File: src/rtl/id_ex_stage_if.sv
// Bundle between the decode stage, the register file read/writeback ports
// and the ID/EX register; the ID/EX register itself uses the slave modport.
interface id_ex_stage_if #(
  parameter int DW = 16,
  parameter int AW = 3,
  parameter int CW = 16
);
  logic          id_valid;
  logic [AW-1:0] id_rs;
  logic [AW-1:0] id_rd;
  logic [AW-1:0] id_writereg;
  logic          id_regwrite;
  logic          id_memread;
  logic [3:0]    id_aluop;
  logic [DW-1:0] id_imm;
  logic [DW-1:0] rd1;
  logic [DW-1:0] rd2;
  logic          regwriteW;
  logic [AW-1:0] writeregW;
  logic [DW-1:0] resultW;
  logic          ex_branch_taken;
  logic          mem_busy;
  logic          stall_f;
  logic          flush_d;
  logic          ex_valid;
  logic          ex_regwrite;
  logic          ex_memread;
  logic [AW-1:0] ex_rs;
  logic [AW-1:0] ex_rd;
  logic [AW-1:0] ex_writereg;
  logic [3:0]    ex_aluop;
  logic [DW-1:0] ex_a;
  logic [DW-1:0] ex_b;
  logic [DW-1:0] ex_imm;
  logic [CW-1:0] stall_count;

  modport master (
    output id_valid, id_rs, id_rd, id_writereg, id_regwrite, id_memread,
           id_aluop, id_imm, rd1, rd2, regwriteW, writeregW, resultW,
           ex_branch_taken, mem_busy,
    input  stall_f, flush_d, ex_valid, ex_regwrite, ex_memread, ex_rs, ex_rd,
           ex_writereg, ex_aluop, ex_a, ex_b, ex_imm, stall_count
  );

  modport slave (
    input  id_valid, id_rs, id_rd, id_writereg, id_regwrite, id_memread,
           id_aluop, id_imm, rd1, rd2, regwriteW, writeregW, resultW,
           ex_branch_taken, mem_busy,
    output stall_f, flush_d, ex_valid, ex_regwrite, ex_memread, ex_rs, ex_rd,
           ex_writereg, ex_aluop, ex_a, ex_b, ex_imm, stall_count
  );
endinterface

File: src/rtl/id_ex_stage.sv
// ID/EX pipeline register with writeback bypass, load-use stall, branch flush,
// memory-busy freeze and a saturating stall counter. Option: R0_ZERO_EN (r0 hardwired 0).
module id_ex_stage #(
  parameter int DW = 16,
  parameter int AW = 3,
  parameter int CW = 16
) (
  input  logic         clk,
  input  logic         reset,
  id_ex_stage_if.slave bus
);
  typedef enum logic [1:0] {RUN = 2'd0, STALL = 2'd1, FLUSH = 2'd2} state_t;

  state_t        state_reg, state_next;
  logic          ex_valid_reg, ex_valid_next;
  logic          ex_regwrite_reg, ex_regwrite_next;
  logic          ex_memread_reg, ex_memread_next;
  logic [AW-1:0] ex_rs_reg, ex_rs_next;
  logic [AW-1:0] ex_rd_reg, ex_rd_next;
  logic [AW-1:0] ex_writereg_reg, ex_writereg_next;
  logic [3:0]    ex_aluop_reg, ex_aluop_next;
  logic [DW-1:0] ex_a_reg, ex_a_next;
  logic [DW-1:0] ex_b_reg, ex_b_next;
  logic [DW-1:0] ex_imm_reg, ex_imm_next;
  logic [CW-1:0] stall_count_reg, stall_count_next;

  logic [1:0][AW-1:0] raddr;
  logic [1:0][DW-1:0] rdata;
  logic [1:0][DW-1:0] opnd;
  logic [1:0]         hit;
  logic               load_use;
  logic               count_inc;
  logic               capture;
  logic               bubble;
  logic               stall_f;
  logic               flush_d;

  assign raddr[0] = bus.id_rs;
  assign raddr[1] = bus.id_rd;
  assign rdata[0] = bus.rd1;
  assign rdata[1] = bus.rd2;

  // Operand 0 pairs rs/rd1, operand 1 pairs rd/rd2; both share bypass and hazard compare.
  generate
    for (genvar gi = 0; gi < 2; gi++) begin : g_opnd
      logic fwd;
`ifdef R0_ZERO_EN
      assign fwd      = bus.regwriteW && (bus.writeregW != '0) && (bus.writeregW == raddr[gi]);
      assign opnd[gi] = (raddr[gi] == '0) ? '0 : (fwd ? bus.resultW : rdata[gi]);
      assign hit[gi]  = (ex_writereg_reg != '0) && (ex_writereg_reg == raddr[gi]);
`else
      assign fwd      = bus.regwriteW && (bus.writeregW == raddr[gi]);
      assign opnd[gi] = fwd ? bus.resultW : rdata[gi];
      assign hit[gi]  = (ex_writereg_reg == raddr[gi]);
`endif
    end
  endgenerate

  // A STALL cycle always has a bubble in EX, so the hazard cannot legitimately re-fire there.
  assign load_use = ex_valid_reg && ex_memread_reg && ex_regwrite_reg && bus.id_valid &&
                    (|hit) && (state_reg != STALL);

  always_comb begin
    state_next = state_reg;
    stall_f    = 1'b0;
    flush_d    = 1'b0;
    count_inc  = 1'b0;
    capture    = 1'b0;
    bubble     = 1'b0;
    if (!reset) begin
      if (bus.mem_busy) begin
        stall_f   = 1'b1;
        count_inc = 1'b1;
      end else if (bus.ex_branch_taken) begin
        bubble     = 1'b1;
        flush_d    = 1'b1;
        state_next = FLUSH;
      end else if (load_use) begin
        bubble     = 1'b1;
        stall_f    = 1'b1;
        count_inc  = 1'b1;
        state_next = STALL;
      end else begin
        capture    = 1'b1;
        state_next = RUN;
      end
    end
  end

  always_comb begin
    ex_valid_next    = ex_valid_reg;
    ex_regwrite_next = ex_regwrite_reg;
    ex_memread_next  = ex_memread_reg;
    ex_rs_next       = ex_rs_reg;
    ex_rd_next       = ex_rd_reg;
    ex_writereg_next = ex_writereg_reg;
    ex_aluop_next    = ex_aluop_reg;
    ex_a_next        = ex_a_reg;
    ex_b_next        = ex_b_reg;
    ex_imm_next      = ex_imm_reg;
    if (bubble) begin
      ex_valid_next    = 1'b0;
      ex_regwrite_next = 1'b0;
      ex_memread_next  = 1'b0;
      ex_rs_next       = '0;
      ex_rd_next       = '0;
      ex_writereg_next = '0;
      ex_aluop_next    = '0;
      ex_a_next        = '0;
      ex_b_next        = '0;
      ex_imm_next      = '0;
    end else if (capture) begin
      // An invalid slot must never carry write or load side effects downstream.
      ex_valid_next    = bus.id_valid;
      ex_regwrite_next = bus.id_valid && bus.id_regwrite;
      ex_memread_next  = bus.id_valid && bus.id_memread;
      ex_rs_next       = bus.id_rs;
      ex_rd_next       = bus.id_rd;
      ex_writereg_next = bus.id_writereg;
      ex_aluop_next    = bus.id_aluop;
      ex_a_next        = opnd[0];
      ex_b_next        = opnd[1];
      ex_imm_next      = bus.id_imm;
    end
  end

  assign stall_count_next = (count_inc && (stall_count_reg != '1)) ?
                            stall_count_reg + CW'(1) : stall_count_reg;

  always_ff @(posedge clk) begin
    if (reset) begin
      state_reg       <= RUN;
      ex_valid_reg    <= 1'b0;
      ex_regwrite_reg <= 1'b0;
      ex_memread_reg  <= 1'b0;
      ex_rs_reg       <= '0;
      ex_rd_reg       <= '0;
      ex_writereg_reg <= '0;
      ex_aluop_reg    <= '0;
      ex_a_reg        <= '0;
      ex_b_reg        <= '0;
      ex_imm_reg      <= '0;
      stall_count_reg <= '0;
    end else begin
      state_reg       <= state_next;
      ex_valid_reg    <= ex_valid_next;
      ex_regwrite_reg <= ex_regwrite_next;
      ex_memread_reg  <= ex_memread_next;
      ex_rs_reg       <= ex_rs_next;
      ex_rd_reg       <= ex_rd_next;
      ex_writereg_reg <= ex_writereg_next;
      ex_aluop_reg    <= ex_aluop_next;
      ex_a_reg        <= ex_a_next;
      ex_b_reg        <= ex_b_next;
      ex_imm_reg      <= ex_imm_next;
      stall_count_reg <= stall_count_next;
    end
  end

  assign bus.stall_f     = stall_f;
  assign bus.flush_d     = flush_d;
  assign bus.ex_valid    = ex_valid_reg;
  assign bus.ex_regwrite = ex_regwrite_reg;
  assign bus.ex_memread  = ex_memread_reg;
  assign bus.ex_rs       = ex_rs_reg;
  assign bus.ex_rd       = ex_rd_reg;
  assign bus.ex_writereg = ex_writereg_reg;
  assign bus.ex_aluop    = ex_aluop_reg;
  assign bus.ex_a        = ex_a_reg;
  assign bus.ex_b        = ex_b_reg;
  assign bus.ex_imm      = ex_imm_reg;
  assign bus.stall_count = stall_count_reg;
endmodule
File: src/flat_wrapper.sv
// flat-port wrapper written by rule: the top's interface ports become plain ports
module id_ex_stage_flat 
#(
  parameter int DW = 16,
  parameter int AW = 3,
  parameter int CW = 16
)
  (clk, reset, bus_id_valid, bus_id_rs, bus_id_rd, bus_id_writereg, bus_id_regwrite, bus_id_memread, bus_id_aluop, bus_id_imm, bus_rd1, bus_rd2, bus_regwriteW, bus_writeregW, bus_resultW, bus_ex_branch_taken, bus_mem_busy, bus_stall_f, bus_flush_d, bus_ex_valid, bus_ex_regwrite, bus_ex_memread, bus_ex_rs, bus_ex_rd, bus_ex_writereg, bus_ex_aluop, bus_ex_a, bus_ex_b, bus_ex_imm, bus_stall_count);
  id_ex_stage_if #(.DW(DW), .AW(AW), .CW(CW)) bus_i ();
  input  logic clk;
  input  logic reset;
  input wire logic [$bits(bus_i.id_valid)-1:0] bus_id_valid;
  input wire logic [$bits(bus_i.id_rs)-1:0] bus_id_rs;
  input wire logic [$bits(bus_i.id_rd)-1:0] bus_id_rd;
  input wire logic [$bits(bus_i.id_writereg)-1:0] bus_id_writereg;
  input wire logic [$bits(bus_i.id_regwrite)-1:0] bus_id_regwrite;
  input wire logic [$bits(bus_i.id_memread)-1:0] bus_id_memread;
  input wire logic [$bits(bus_i.id_aluop)-1:0] bus_id_aluop;
  input wire logic [$bits(bus_i.id_imm)-1:0] bus_id_imm;
  input wire logic [$bits(bus_i.rd1)-1:0] bus_rd1;
  input wire logic [$bits(bus_i.rd2)-1:0] bus_rd2;
  input wire logic [$bits(bus_i.regwriteW)-1:0] bus_regwriteW;
  input wire logic [$bits(bus_i.writeregW)-1:0] bus_writeregW;
  input wire logic [$bits(bus_i.resultW)-1:0] bus_resultW;
  input wire logic [$bits(bus_i.ex_branch_taken)-1:0] bus_ex_branch_taken;
  input wire logic [$bits(bus_i.mem_busy)-1:0] bus_mem_busy;
  output wire logic [$bits(bus_i.stall_f)-1:0] bus_stall_f;
  output wire logic [$bits(bus_i.flush_d)-1:0] bus_flush_d;
  output wire logic [$bits(bus_i.ex_valid)-1:0] bus_ex_valid;
  output wire logic [$bits(bus_i.ex_regwrite)-1:0] bus_ex_regwrite;
  output wire logic [$bits(bus_i.ex_memread)-1:0] bus_ex_memread;
  output wire logic [$bits(bus_i.ex_rs)-1:0] bus_ex_rs;
  output wire logic [$bits(bus_i.ex_rd)-1:0] bus_ex_rd;
  output wire logic [$bits(bus_i.ex_writereg)-1:0] bus_ex_writereg;
  output wire logic [$bits(bus_i.ex_aluop)-1:0] bus_ex_aluop;
  output wire logic [$bits(bus_i.ex_a)-1:0] bus_ex_a;
  output wire logic [$bits(bus_i.ex_b)-1:0] bus_ex_b;
  output wire logic [$bits(bus_i.ex_imm)-1:0] bus_ex_imm;
  output wire logic [$bits(bus_i.stall_count)-1:0] bus_stall_count;
  assign bus_i.id_valid = bus_id_valid;
  assign bus_i.id_rs = bus_id_rs;
  assign bus_i.id_rd = bus_id_rd;
  assign bus_i.id_writereg = bus_id_writereg;
  assign bus_i.id_regwrite = bus_id_regwrite;
  assign bus_i.id_memread = bus_id_memread;
  assign bus_i.id_aluop = bus_id_aluop;
  assign bus_i.id_imm = bus_id_imm;
  assign bus_i.rd1 = bus_rd1;
  assign bus_i.rd2 = bus_rd2;
  assign bus_i.regwriteW = bus_regwriteW;
  assign bus_i.writeregW = bus_writeregW;
  assign bus_i.resultW = bus_resultW;
  assign bus_i.ex_branch_taken = bus_ex_branch_taken;
  assign bus_i.mem_busy = bus_mem_busy;
  assign bus_stall_f = bus_i.stall_f;
  assign bus_flush_d = bus_i.flush_d;
  assign bus_ex_valid = bus_i.ex_valid;
  assign bus_ex_regwrite = bus_i.ex_regwrite;
  assign bus_ex_memread = bus_i.ex_memread;
  assign bus_ex_rs = bus_i.ex_rs;
  assign bus_ex_rd = bus_i.ex_rd;
  assign bus_ex_writereg = bus_i.ex_writereg;
  assign bus_ex_aluop = bus_i.ex_aluop;
  assign bus_ex_a = bus_i.ex_a;
  assign bus_ex_b = bus_i.ex_b;
  assign bus_ex_imm = bus_i.ex_imm;
  assign bus_stall_count = bus_i.stall_count;
  id_ex_stage #(.DW(DW), .AW(AW), .CW(CW)) u_core (.clk(clk), .reset(reset), .bus(bus_i));
endmodule
File: config.mk
export PLATFORM = sky130hd
export DESIGN_NAME = id_ex_stage_flat
export DESIGN_NICKNAME = d
export VERILOG_FILES = /design/src/rtl/id_ex_stage_if.sv /design/src/rtl/id_ex_stage.sv /design/src/flat_wrapper.sv
export SDC_FILE = /design/constraint.sdc
export NUM_CORES = 1
export LEC_CHECK = 0
export CAP_MARGIN = 0
export CELL_PAD_IN_SITES_DETAIL_PLACEMENT = 0
export CELL_PAD_IN_SITES_GLOBAL_PLACEMENT = 2
export CORE_MARGIN = 4
export CORE_UTILIZATION = 22
export DETAILED_ROUTE_END_ITERATION = 6
export GPL_ROUTABILITY_DRIVEN = 1
export PLACE_DENSITY = 0.85
export SETUP_SLACK_MARGIN = 0.4
export SLEW_MARGIN = 30
export SYNTH_ARGS = -nofsm -noshare
export SYNTH_HDL_FRONTEND = slang
export SYNTH_SLANG_ARGS = --single-unit
File: constraint.sdc
create_clock -name clk -period 2.4 [get_ports clk]
set_clock_uncertainty 0.2 [all_clocks]
set_input_delay 0.72 -clock clk [delete_from_list [all_inputs] [get_ports clk]]
set_output_delay 0.72 -clock clk [all_outputs]
set_load 0.01 [all_outputs]
==> out/results.tsv, run 1 <==
metric	value	unit
CTS Buf Count	9	
Core Util, Final	46.4	%
Post-Synth Adder-Cell Area	0.322	%
async set-reset flop share out of synthesis	0	%
status	finished, violations left	
Worst Path Buf+Inv	2	
Longest Clk Path Bufs	2	
Final WS setup	-0.0577	ns
Leak	3.29	nW
DRT iter0 DRCs	190	
TritonCTS clock tree	yes	
initial core utilization	22.5	%
routability cong.	0.805	
GR Util All Layers	15.4	%
Register-to-Register Path Depth	7	
critical path arrival	1.54	ns
fin crit share	102	%
Non-Filler Instances	820	
die area	19900	sq um
Yosys top cell by area	dfxtp_1	
IO Port Bufs	169	
nets	679	
Post-synth EDFFs	0	
Pwr Total	0.00370	W
critical path endpoint category	output pin	
Hold Vio Cnt, Final	0	
clk_lat worst skew	0.35	ns
Avg Inst Size Synth	10.7	sq um
Crit. path cell count	6	
failing checks	setup timing	
share of the synthesized area in the top cell type	42.2	%
number of synthesis warnings	0	
Die W	141	um
vias in the first global route	4139	
worst slew pin tran	0.568	ns
Chip Height	141	um
Ports	170	
Multi-input gate area	3060	sq um
cts hold-fix bufs	0	
row cnt	48	
Post-Route Setup TNS	-0.0577	ns
Setup violations, final	1	
first-pass GRT wire length	24100	um
Fillers	1548	
final wirelength	15700	um
Critical-path top delay cell	nor3_4	
Reg clk slew, reported paths	0.07	ns
CP startpoint kind	input port	
H-tree level count	3	
Critical Path, Cell by Cell	buf_8, xor2_4, nor3_4, o211ai_4, nand2_2, buf_6	
ys flop type	dfxtp_1	
grt ovf	0	
DRT Pass-1 Iters	4	
Net Count, Synth	452	
Tmin final	2.46	ns
Post-Synth Simple-Gate Area	8.88	%
Post-Synthesis Cells	363	
count of cell types in the netlist	45	
Slew HR	62.2	%
initial antenna violation count	0	
clock sinks	82	
sequential share of the synthesized area	42.2	%
largest net degree at the start of global routing	40	
top cells by count, synth	82 x dfxtp_1, 37 x a21oi_1, 32 x mux2i_1	
Synth Area in Compound Gates	30.1	%
wire per inst	19.2	um
core footprint	17300	sq um
via count	3933	
area growth from synthesis to layout	107	%
vias per cell	4.80	
HPWL Detailed	9800	um
Worst path max stage delay	0.27	ns
Pwr Density	461	nW/um^2
top-count cell post-synth	dfxtp_1	
Netlist Area Pre-Place	3890	sq um
placed cells	766	
Max-Cap Viols	0	
drt drc	0	
Worst Path Class, Setup	in -> out	
Post-Synth XOR/XNOR Area	2.70	%
clk root buf	clkbuf_16	
largest family of logic cells by synthesized area	compound AO/OA/AOI/OAI gates	
f_max	407	MHz
register bit total from synthesis	82	
ranking of synthesized cells by area	dfxtp_1 42%, a2111oi_2 12%, mux2i_1 8.2%	
Antenna Cells	0	
hold crit path type	reg -> reg	
Max Transition Viols Final	0	
CP Max Fanout	2	
Top Family by Delay on Critical Path	simple AND/OR/NAND/NOR gates	
Peak VDD IR	0.000310	V
Hold Crit Depth	2	
fraction of layout cells with a size suffix above 1	38.3	%
Routed Antenna Nets	0	
multiplexer share of the synthesized area	10.8	%
CP required	1.48	ns
Seq. cell area	1660	sq um
RSZ-0062 raised after global routing	true	
==> worst min-delay path, stage by stage, from the launching register on <==
cell and delay, ns:
dfxtp_1 0.31, nand2_1 0.05, a21oi_1 0.05
==> final cells by class <==
type,instances,area share [%]
timing repair buffer,247,33.6
inverter,8,0.374
multi-input combinational,242,38.1
sequential,82,20.7
tap,225,3.50
clock inverter,7,1.04
clock buffer,9,2.80
==> per-stage QoR <==
stage	setup WS, ns	hold slack (ns)	instance area, sq um
finish	-0.0577	0.262	8030
global route	-0.122	0.289	8030
CTS	-0.110	0.265	7720
detailed placement	-1.05	0.256	6180
global placement	-1.04	0.246	6180
floorplan	0.0179	0.236	4010
==> logic make-up after synthesis <==
family / Yosys count
compound gates: 127
buf+inv: 40
flops: 82
mux: 41
simple gates: 60
fa+ha+maj: 1
xor+xnor: 12
==> timing repair <==
item | in CTS | in global routing
pin swaps | 50 | 29
endpoints found under the hold margin | 0 | 0
setup buffers | 14 | 9
cloned | 15 | 0
setup endpoints to repair | 163 | 90
gates resized for setup | 286 | 56
==> cell usage in the layout (no fill, tap or decap), drive strengths merged, types with 3 or more instances in the layout <==
cell           instances
nor2                  15
o41ai                  3
o311ai                 3
o211ai                 3
a22o                  31
mux2                   9
buf                   91
a21oi                 38
xnor2                  6
xor2                   6
nor2b                  8
nor3                   5
nand3                  4
o21ai                  4
mux2i                 32
a2111oi               35
dfxtp                 82
clkdlybuf4s50         73
nand2                 10
inv                   11
nand4                  6
a211oi                 4
and2                   4
dlygate4sd2           75
clkbuf                13
==> path summary, 6_finish.rpt <==
kind	start	end	slack, ns
min reg2reg	u_core.state_reg[1]	u_core.state_reg[1]	0.26
max	bus_id_rd[0]	bus_stall_f	-0.06
max reg2reg	u_core.bus.ex_writereg[0]	u_core.bus.stall_count[13]	0.17
min	u_core.state_reg[1]	u_core.state_reg[1]	0.26
==> power breakdown <==
part           total, W  internal (W)  leakage [nW]  switching (W)
clock           0.00146      0.000825         0.149       0.000635
sequential      0.00144       0.00140         0.672      0.0000337
combinational  0.000805      0.000431          2.47       0.000374
==> metal layers <==
layer,track usage [%],up-vias,routed length [um]
met5,0,-,0
met4,5.30,0,245
met3,3.22,13,883
met2,25.7,117,7910
met1,19.6,1935,6700
li1,-,1868,-
No activity file was read; power rests on OpenSTA's default activity.
==> inputs of run 2 (changes only) <==
--- a/constraint.sdc
+++ b/constraint.sdc
@@ -4,2 +4,2 @@
 set_output_delay 0.72 -clock clk [all_outputs]
-set_load 0.01 [all_outputs]
+set_load 0.1 [all_outputs]
==> run 2 against run 1 <==
The run still ends with setup timing left. Utilization up 5.3 points. Highest routed layer unchanged. Final area up 11%. Sequential power about the same. Register-to-register slack worse by 0.22 ns. Die area unchanged. Global-route usage down 0.49 points. Combinational power up 48%. Clock-buffer cell count up 4. Non-clock buffer count down 8. Largest power group unchanged.
==> out/results.tsv, run 2 (synthesis results as in run 1) <==
metric	value	unit
IO Port Bufs	169	
failing checks	setup timing	
H-tree level count	3	
Hold WS	0.269	ns
Top Family by Delay on Critical Path	simple AND/OR/NAND/NOR gates	
die area	19900	sq um
Max-Cap Viols	0	
Hold Crit Start	u_core.state_reg[1]	
hold crit path type	reg -> reg	
GR Util All Layers	14.9	%
Setup violations, final	5	
area growth from synthesis to layout	130	%
DRT Pass-1 Iters	4	
Hold Crit Depth	2	
Pwr Density	462	nW/um^2
first-pass GRT wire length	23000	um
HPWL Detailed	10800	um
row cnt	48	
Post-Route Setup TNS	-0.524	ns
Max Transition Viols Final	0	
critical path endpoint category	output pin	
Tmin final	2.60	ns
Register-to-Register Path Depth	8	
CP required	1.48	ns
Worst path max stage delay	0.27	ns
Reg clk slew, reported paths	0.06	ns
design area	8950	sq um
RSZ-0062 raised after global routing	true	
fraction of layout cells with a size suffix above 1	53.7	%
fin crit share	108	%
f_max	384	MHz
Hold Vio Cnt, Final	0	
commonest cells after routing, fill and taps aside	94 x buf_12, 73 x clkdlybuf4s50_1, 60 x dfxtp_1	
DRT iter0 DRCs	96	
TritonCTS clock tree	yes	
CP startpoint kind	input port	
Fillers	1427	
Peak VDD IR	0.000354	V
Worst Path Class, Setup	in -> out	
via count	3888	
Routed Antenna Nets	0	
vias in the first global route	4105	
Worst Path Buf+Inv	2	
clk_lat worst skew	0.35	ns
Pwr Total	0.00414	W
CP startpoint	bus_id_rd[0]	
nets	671	
clk root buf	clkbuf_16	
worst slew pin tran	0.910	ns
initial core utilization	22.5	%
Multi-input gate area	3140	sq um
Reg-to-Reg Start	u_core.bus.ex_writereg[2]	
commonest non-fill, non-tap cell in the layout	buf_12	
Slew HR	39.3	%
CP Max Fanout	2	
routability cong.	0.780	
core footprint	17300	sq um
placed instance area	7420	sq um
status	finished, violations left	
Seq. cell area	1710	sq um
Final WS setup	-0.203	ns
clock sinks	82	
initial antenna violation count	0	
Critical Path, Cell by Cell	buf_8, xor2_4, nor3_4, o211ai_4, nand2_8, buf_12	
critical path arrival	1.68	ns
Ports	170	
final wirelength	15900	um
CTS Buf Count	9	
largest net degree at the start of global routing	34	
Longest Clk Path Bufs	2	
drt drc	0	
vias per cell	4.79	
Antenna Cells	0	
Leak	3.30	nW
Chip Height	141	um
Die W	141	um
Crit. path cell count	6	
wire per inst	19.6	um
grt ovf	0	
Critical-path top delay cell	nor3_4	
## run 2: cell types whose count changed in the layout (fill, tap and decap cells not counted), sizes merged
| cell | previous run | this run |
|---|---|---|
| clkinvlp | 1 | 0 |
| buf | 91 | 156 |
| dlymetal6s2s | 1 | 0 |
| inv | 11 | 8 |
| dlygate4sd2 | 75 | 4 |
| clkbuf | 13 | 18 |
| clkdlybuf4s15 | 2 | 0 |
## run 2: cell type report
| type | count | share of cell area [%] |
|---|---|---|
| clock buffer | 13 | 3.15 |
| clock inverter | 3 | 0.489 |
| inverter | 8 | 0.336 |
| multi-input combinational | 242 | 35.1 |
| sequential | 82 | 19.1 |
| tap | 225 | 3.15 |
| timing repair buffer | 239 | 38.7 |
## run 2: worst paths after layout
| path | slack (ns) | endpoint |
|---|---|---|
| setup / recovery | -0.20 | bus_stall_f |
| hold / removal | 0.27 | u_core.state_reg[1] |
| setup reg to reg | -0.05 | u_core.bus.stall_count[5] |
| hold reg to reg | 0.27 | u_core.state_reg[1] |
## run 2: metal layers
layer  global-route usage, %  part of all wire, %
met5                       0                    0
met2                    26.7                   53
met3                    3.46                  4.3
met4                    5.05                  1.9
met1                    17.3                   40
## run 2: timing repair
action / CTS / global route
buffers inserted: 6 / 12
cloned: 6 / 8
hold buffers: 0 / 0
resized for setup: 97 / 93
endpoints found under the setup margin: 83 / 81
pin swaps: 18 / 50
## run 2: metrics by stage
| step | setup slack [ns] | util [%] | cells |
|---|---|---|---|
| finish | -0.203 | 51.7 | 812 |
| global placement | -0.759 | 42.9 | 764 |
| global route | -0.255 | 51.7 | 812 |
| CTS | -0.235 | 47.5 | 792 |
| floorplan | -0.103 | - | 363 |
| detailed placement | -0.809 | 42.9 | 764 |
## run 2: worst register-to-register path, delay by kind of cell (launching register included)
family / cells / cell delay, ns
AOI/OAI and AO/OA: 2 / 0.49
buffers and inverters: 3 / 0.42
DFF: 1 / 0.40
muxes: 1 / 0.33
and+or+nand+nor: 1 / 0.29
xor gates and xnor gates: 1 / 0.20
## run 2: power breakdown
group	total (W)	internal, W	leakage [nW]	switching [W]
combinational	0.00119	0.000534	2.46	0.000660
sequential	0.00145	0.00139	0.683	0.0000610
clock	0.00149	0.000927	0.161	0.000566
total	0.00414	0.00285	3.30	0.00129
==> inputs of run 3 (changes only) <==
- CORE_ASPECT_RATIO: default -> 1.25
- CORE_UTILIZATION: 22 -> 25
- PLACE_DENSITY: 0.85 -> 0.9
- clock period: 2.4 -> 2.6 ns (I/O delays scaled with it)
==> run 3 against run 2 <==
Final area down 14%. Die area down 11%. Register-to-register slack better by 0.17 ns. First-iteration DRC count up 57%. The run still ends with setup timing left. Via count down 1.3%.
==> out/results.tsv, run 3 (synthesis results as in run 1) <==
metric	value	unit
status	finished, violations left	
failing checks	setup timing	
Clk network pwr share	37.8	%
Hold Crit Depth	2	
critical path endpoint category	output pin	
Max-Cap Viols	0	
Leak	3.01	nW
HPWL Detailed	10000	um
Worst R2R Setup Slack	0.12	ns
Reg clk slew, reported paths	0.06	ns
f_max	374	MHz
Routed Antenna Nets	0	
Comb power frac	26.7	%
initial core utilization	25.7	%
met1 WL	5630	um
hold crit path type	reg -> reg	
CP startpoint kind	input port	
worst slew pin tran	0.887	ns
Final WS setup	-0.0756	ns
Hold EP	u_core.state_reg[1]	
die area	17600	sq um
final wirelength	14200	um
drt drc	0	
Max Transition Viols Final	0	
fraction of layout cells with a size suffix above 1	48.6	%
Hold Vio Cnt, Final	0	
TritonCTS clock tree	yes	
CTS Buf Count	9	
commonest cells after routing, fill and taps aside	113 x buf_4, 77 x clkdlybuf4s50_1, 60 x dfxtp_1	
nets	677	
clock sinks	82	
Internal	0.00259	W
clk root buf	clkbuf_16	
core footprint	15100	sq um
Sw Ratio	30.6	%
Crit Reg-Reg Endpoint	u_core.bus.stall_count[5]	
vias in the first global route	4039	
Setup violations, final	1	
Reg-to-Reg Start	u_core.bus.ex_writereg[1]	
uppermost layer routed	met4	
routability cong.	0.788	
clk_lat worst skew	0.34	ns
via count	3837	
Psw	0.00114	W
Peak VDD IR	0.000231	V
DRT Pass-1 Iters	4	
commonest non-fill, non-tap cell in the layout	buf_4	
placed cells	749	
critical path arrival	1.70	ns
fin crit share	103	%
Slew HR	40.9	%
IO Port Bufs	169	
CP Max Fanout	2	
first-pass GRT wire length	22200	um
grt ovf	0	
Non-Filler Instances	801	
Post-Route Setup TNS	-0.0756	ns
Die W	120	um
Hold Crit Start	u_core.state_reg[1]	
sequential share of power	35.5	%
area growth from synthesis to layout	97.4	%
Worst Path Class, Setup	in -> out	
DR WL met3	859	um
Chip Height	147	um
RSZ-0062 raised after global routing	true	
Tmin final	2.68	ns
Register-to-Register Path Depth	9	
vias per cell	4.79	
GR Util All Layers	15.5	%
Longest Clk Path Bufs	2	
DRT iter0 DRCs	151	
initial antenna violation count	0	
largest net degree at the start of global routing	32	
Antenna Cells	0	
met2 WL	7490	um
wire per inst	17.7	um
CP required	1.62	ns
H-tree level count	3	
Pwr Density	486	nW/um^2
Ports	170	
row cnt	50	
run 3: layer usage:
layer | up-vias | track usage, %
met5 | - | 0
met4 | 0 | 4.36
met3 | 18 | 4.32
met2 | 115 | 28.0
met1 | 1843 | 18.0
li1 | 1861 | -
run 3: worst max path at each step:
stage / start / to / slack, ns
6_report: bus_id_rd[1] / bus_stall_f / -0.08
3_3_place_gp: bus_id_rd[0] / u_core.bus.stall_count[5] / -0.58
2_1_floorplan: bus_id_rd[0] / bus_stall_f / -0.04
4_1_cts: bus_id_rd[0] / bus_stall_f / -0.11
5_1_grt: bus_id_rd[1] / bus_stall_f / -0.12
3_5_place_dp: bus_id_rd[0] / u_core.bus.stall_count[5] / -0.60
run 3: power groups by stage:
| stage | combinational, W | sequential, W | clock (W) |
|---|---|---|---|
| after floorplan | 0.000302 | 0.00162 | 0 |
| after global placement | 0.000867 | 0.00135 | 0 |
| after detailed placement | 0.000879 | 0.00135 | 0 |
| after CTS | 0.000964 | 0.00132 | 0.00145 |
| after global routing | 0.00104 | 0.00133 | 0.00150 |
| final | 0.000997 | 0.00132 | 0.00141 |
run 3: repair_timing:
item,4_1_cts,5_1_grt
setup buffers,19,8
setup endpoints to repair,83,80
hold buffers,0,0
endpoints found under the hold margin,0,0
gates cloned,8,1
resized for setup,113,32
pin swaps,25,11
run 3: area by class of cell:
type	instances	area, sq um
Tap cell	208	260
Sequential cell	82	1680
Multi-Input combinational cell	241	2870
Fill cell	1326	7470
Timing Repair Buffer	246	2500
Inverter	8	30.0
Clock inverter	4	73.8
Clock buffer	12	256
run 3: critical path, cell delays in order:
cell      delay, ns
buf_8          0.11
xor2_4         0.15
nor3_4         0.26
o211ai_4       0.15
nand2_8        0.08
buf_12         0.16
run 3: through the flow:
step | power (W) | cell area, sq um | util (%) | hold WS [ns] | setup WS [ns]
floorplan | 0.00192 | 4460 | - | 0.236 | -0.0358
global placement | 0.00221 | 6380 | 42.1 | 0.252 | -0.583
detailed placement | 0.00223 | 6380 | 42.1 | 0.250 | -0.603
CTS | 0.00373 | 7420 | 49.0 | 0.258 | -0.109
global route | 0.00386 | 7670 | 50.7 | 0.291 | -0.122
finish | 0.00373 | 7670 | 50.7 | 0.272 | -0.0756
==> edit 1: new RTL, config.mk and constraints of run 1 <==
Re-encode `state_t` (3 states) as one-hot, 3 bits wide.
--- a/src/rtl/id_ex_stage.sv
+++ b/src/rtl/id_ex_stage.sv
@@ -11,3 +11,3 @@
 );
-  typedef enum logic [1:0] {RUN = 2'd0, STALL = 2'd1, FLUSH = 2'd2} state_t;
+  typedef enum logic [2:0] {RUN = 3'b001, STALL = 3'b010, FLUSH = 3'b100} state_t;
 
Behaviour: no difference found for any inputs over 4 cycles, from zero or initial values and one cycle with reset high; so few cycles prove little.
==> edit 1 against run 1 <==
The run still ends with setup timing left; critical path type is now in2reg; wire length fell by 23%; critical path depth rose by 12; setup slack got worse by 0.24 ns; area after synthesis fell by 9.3%; final area fell by 20%; critical endpoint is now u_core.bus.ex_regwrite$_SDFFE_PP0P_; largest cell class is now buffers; sequential cell count rose by 1; clock power fell by 9%; combinational power fell by 33%; non-clock buffer count fell by 17; total power fell by 10%.
==> edit 1: results <==
[layout]
clock_area_share_pct = 4.45
layout-drive-gt1-share_pct = 30.1
seq_share_pct = 26.4
nNonClkBuffers = 230
fill_cells = 1568

[detailed_routing]
routedWlPerCell_um = 15.7
wl_met3_um = 774
drt-total-wl_um = 12100

[clocking]
cts_setup_buffers = 15
clock_sink_count = 83

[worst_setup_path]
crit_end = "u_core.bus.ex_regwrite$_SDFFE_PP0P_"
crit_path_max_incr_delay_ns = 0.21
r2r_start = "u_core.bus.ex_memread$_SDFFE_PP0P_"

[sta]
setup_violations = 65
setup_ws_ns = -0.301

[run_status]
violations = "setup timing"
run_status = "finished, violations left"

[global_routing]
grt_max_degree = 32
use_met3_pct = 4.58
met2_usage_pct = 22.7
met1_usage_pct = 15.2

[pwr]
clkPwrFrac_pct = 40.1
p_leak_nw = 3.03

[placed_design]
dpl_worst_slack_ns = -0.948
post-place-cells = 734
place_congestion = 0.764

[synthesis]
seq_area_frac_synth_pct = 47.1
-- edit 1: cell types whose count changed in the layout (fill, tap and decap cells not counted), moves of 8 or more --
cell	delta
a2111oi_4	-34
a21oi_1	-13
a21oi_2	-10
a21oi_4	-11
buf_16	-8
nand2_1	+30
o21ai_2	+33
xor2_1	+9
-- edit 1: power groups by stage --
stage,sequential [mW],clock (mW),combinational (mW)
floorplan,1.51,0,0.170
global placement,1.48,0,0.522
detailed placement,1.49,0,0.528
CTS,1.45,1.39,0.535
global route,1.46,1.44,0.578
finish,1.45,1.33,0.538
-- edit 1: cells by family (layout without fill, tap and decap cells) --
group / count (synthesis) / after routing / synth area share (%)
adder cells (fa/ha/maj): 1 / 1 / 0.355
multiplexers: 34 / 34 / 9.66
buffers and inverters: 21 / 247 / 3.19
AND/OR/NAND/NOR: 80 / 80 / 11.7
flip-flops: 83 / 83 / 47.1
AO/OA/AOI/OAI: 93 / 93 / 23.0
XOR/XNOR: 20 / 20 / 4.97
==> edit 2: new RTL, settings of run 1 <==
Made on the original files. The option `R0_ZERO_EN` is turned on by a define.
--- a/src/rtl/id_ex_stage.sv
+++ b/src/rtl/id_ex_stage.sv
@@ -2,2 +2,4 @@
 // memory-busy freeze and a saturating stall counter. Option: R0_ZERO_EN (r0 hardwired 0).
+`define R0_ZERO_EN
+
 module id_ex_stage #(
Function: changed (a bounded check fails within 4 cycles, from zero or initial values and one cycle with reset high).
==> edit 2 against run 1 <==
The flow still finishes with violations (setup timing); first-iteration DRC count fell by 34%; setup slack got worse by 0.27 ns; non-clock buffer count grew 13; wire length is 0.72% higher; final area fell by 7.1%; sequential power up 3%; total power up 3.7%; global-route usage up 1.7 points; area after synthesis fell by 8.2%; synthesized cell count rose by 4.7%; sequential cell count did not move; clock power is 4% higher; largest cell class is now buffers.
==> edit 2: results <==
[placed_design]
dp.final_hpwl_um = 9800
dpl_worst_slack_ns = -1.33
place_congestion = 0.823
post-place-cells = 772

[synthesis]
synth.net_count = 469
seq_area_frac_synth_pct = 46.0
syn_avg_cell_area_um2 = 9.39
netlist_top_cells_count = "82 x dfxtp_1, 41 x nand3_1, 35 x nor2b_1, 34 x nand2_1, 33 x a311oi_1"
ys_types = 44

[global_routing]
met1_usage_pct = 21.6
use_met3_pct = 3.97
grt_pass1_vias = 4347
grt_max_degree = 39
grt_first_pass_wirelength_um = 24200
met2_usage_pct = 28.7
grt_usage_pct = 17.1

[sta]
setup-tns-final_ns = -0.504
slew_headroom_pct = 67.4
setup_ws_ns = -0.325
hold_ws_ns = 0.277
setup_violations = 8

[detailed_routing]
vias = 4052
wl_met1_um = 6790
wl_met3_um = 795
drt_first_iter_violations = 126
dr_wl_met2_um = 7950
drt-total-wl_um = 15900

[worst_setup_path]
r2r_start = "u_core.bus.ex_writereg[2]$_SDFFE_PP0P_"
crit_path_max_incr_delay_ns = 0.36
crit_family = "compound AO/OA/AOI/OAI gates"
crit_slowest_cell = "a2111oi_4"
worstSetupStartpoint = "bus_id_rs[2]"
cp.arrival_ns = 1.81
reg2reg_depth = 9
r2r_end = "u_core.bus.stall_count[8]$_SDFFE_PP0P_"

[pwr]
p_int_mw = 2.83
p_seq_share_pct = 38.6
ir_worst_vdd_uv = 324
power_density_nw_per_um2 = 514
p_leak_nw = 3.10

[layout]
stdcell_count = 841
layout-drive-gt1-share_pct = 35.5
n_antenna_cell = 0
num-nets-final = 709

[min_path]
worstHoldEndpoint = "u_core.bus.stall_count[2]$_SDFFE_PP0P_"
holdPathStages = 1
min-delay-start = "u_core.bus.stall_count[2]$_SDFFE_PP0P_"

[clocking]
cts_made_buffers = 9
cts.repair.resized = 272
cts_setup_buffers = 28

[run_status]
violations = "setup timing"
run_status = "finished, violations left"
## edit 2: cell count changes in the layout (fill, tap and decap cells not counted), sizes merged, moves of 15 or more
cell	delta
buf	+15
nand2	+24
a21oi	-29
mux2i	-31
a2111oi	-34
a311oi	+33
nor2b	+27
nand3	+38
## edit 2: worst register-to-register path, delay by kind of cell, from the launching register on
family / cells / cell delay, ns
simple gates: 2 / 0.62
compound gates: 3 / 0.60
buf+inv: 3 / 0.43
flops: 1 / 0.38
xor+xnor: 1 / 0.15
## edit 2: final cells by class
type	instances	area (um2)
inverters	3	11.3
clock inverters	7	98.8
fillers	1460	8420
flip-flops and latches	82	1660
repair buffers	260	2800
multi-input cells	264	2390
well taps	216	270
clock buffers	9	225
## edit 2: logic make-up (layout without fill, tap and decap cells)
family,Yosys count,count (layout),synth area share [%]
and+or+nand+nor,148,148,22.5
AOI/OAI and AO/OA,96,96,22.4
DFF,82,82,46.0
buffers and inverters,34,279,4.03
xor gates and xnor gates,17,17,4.17
muxes,2,2,0.596
adders and majority gates,1,1,0.351
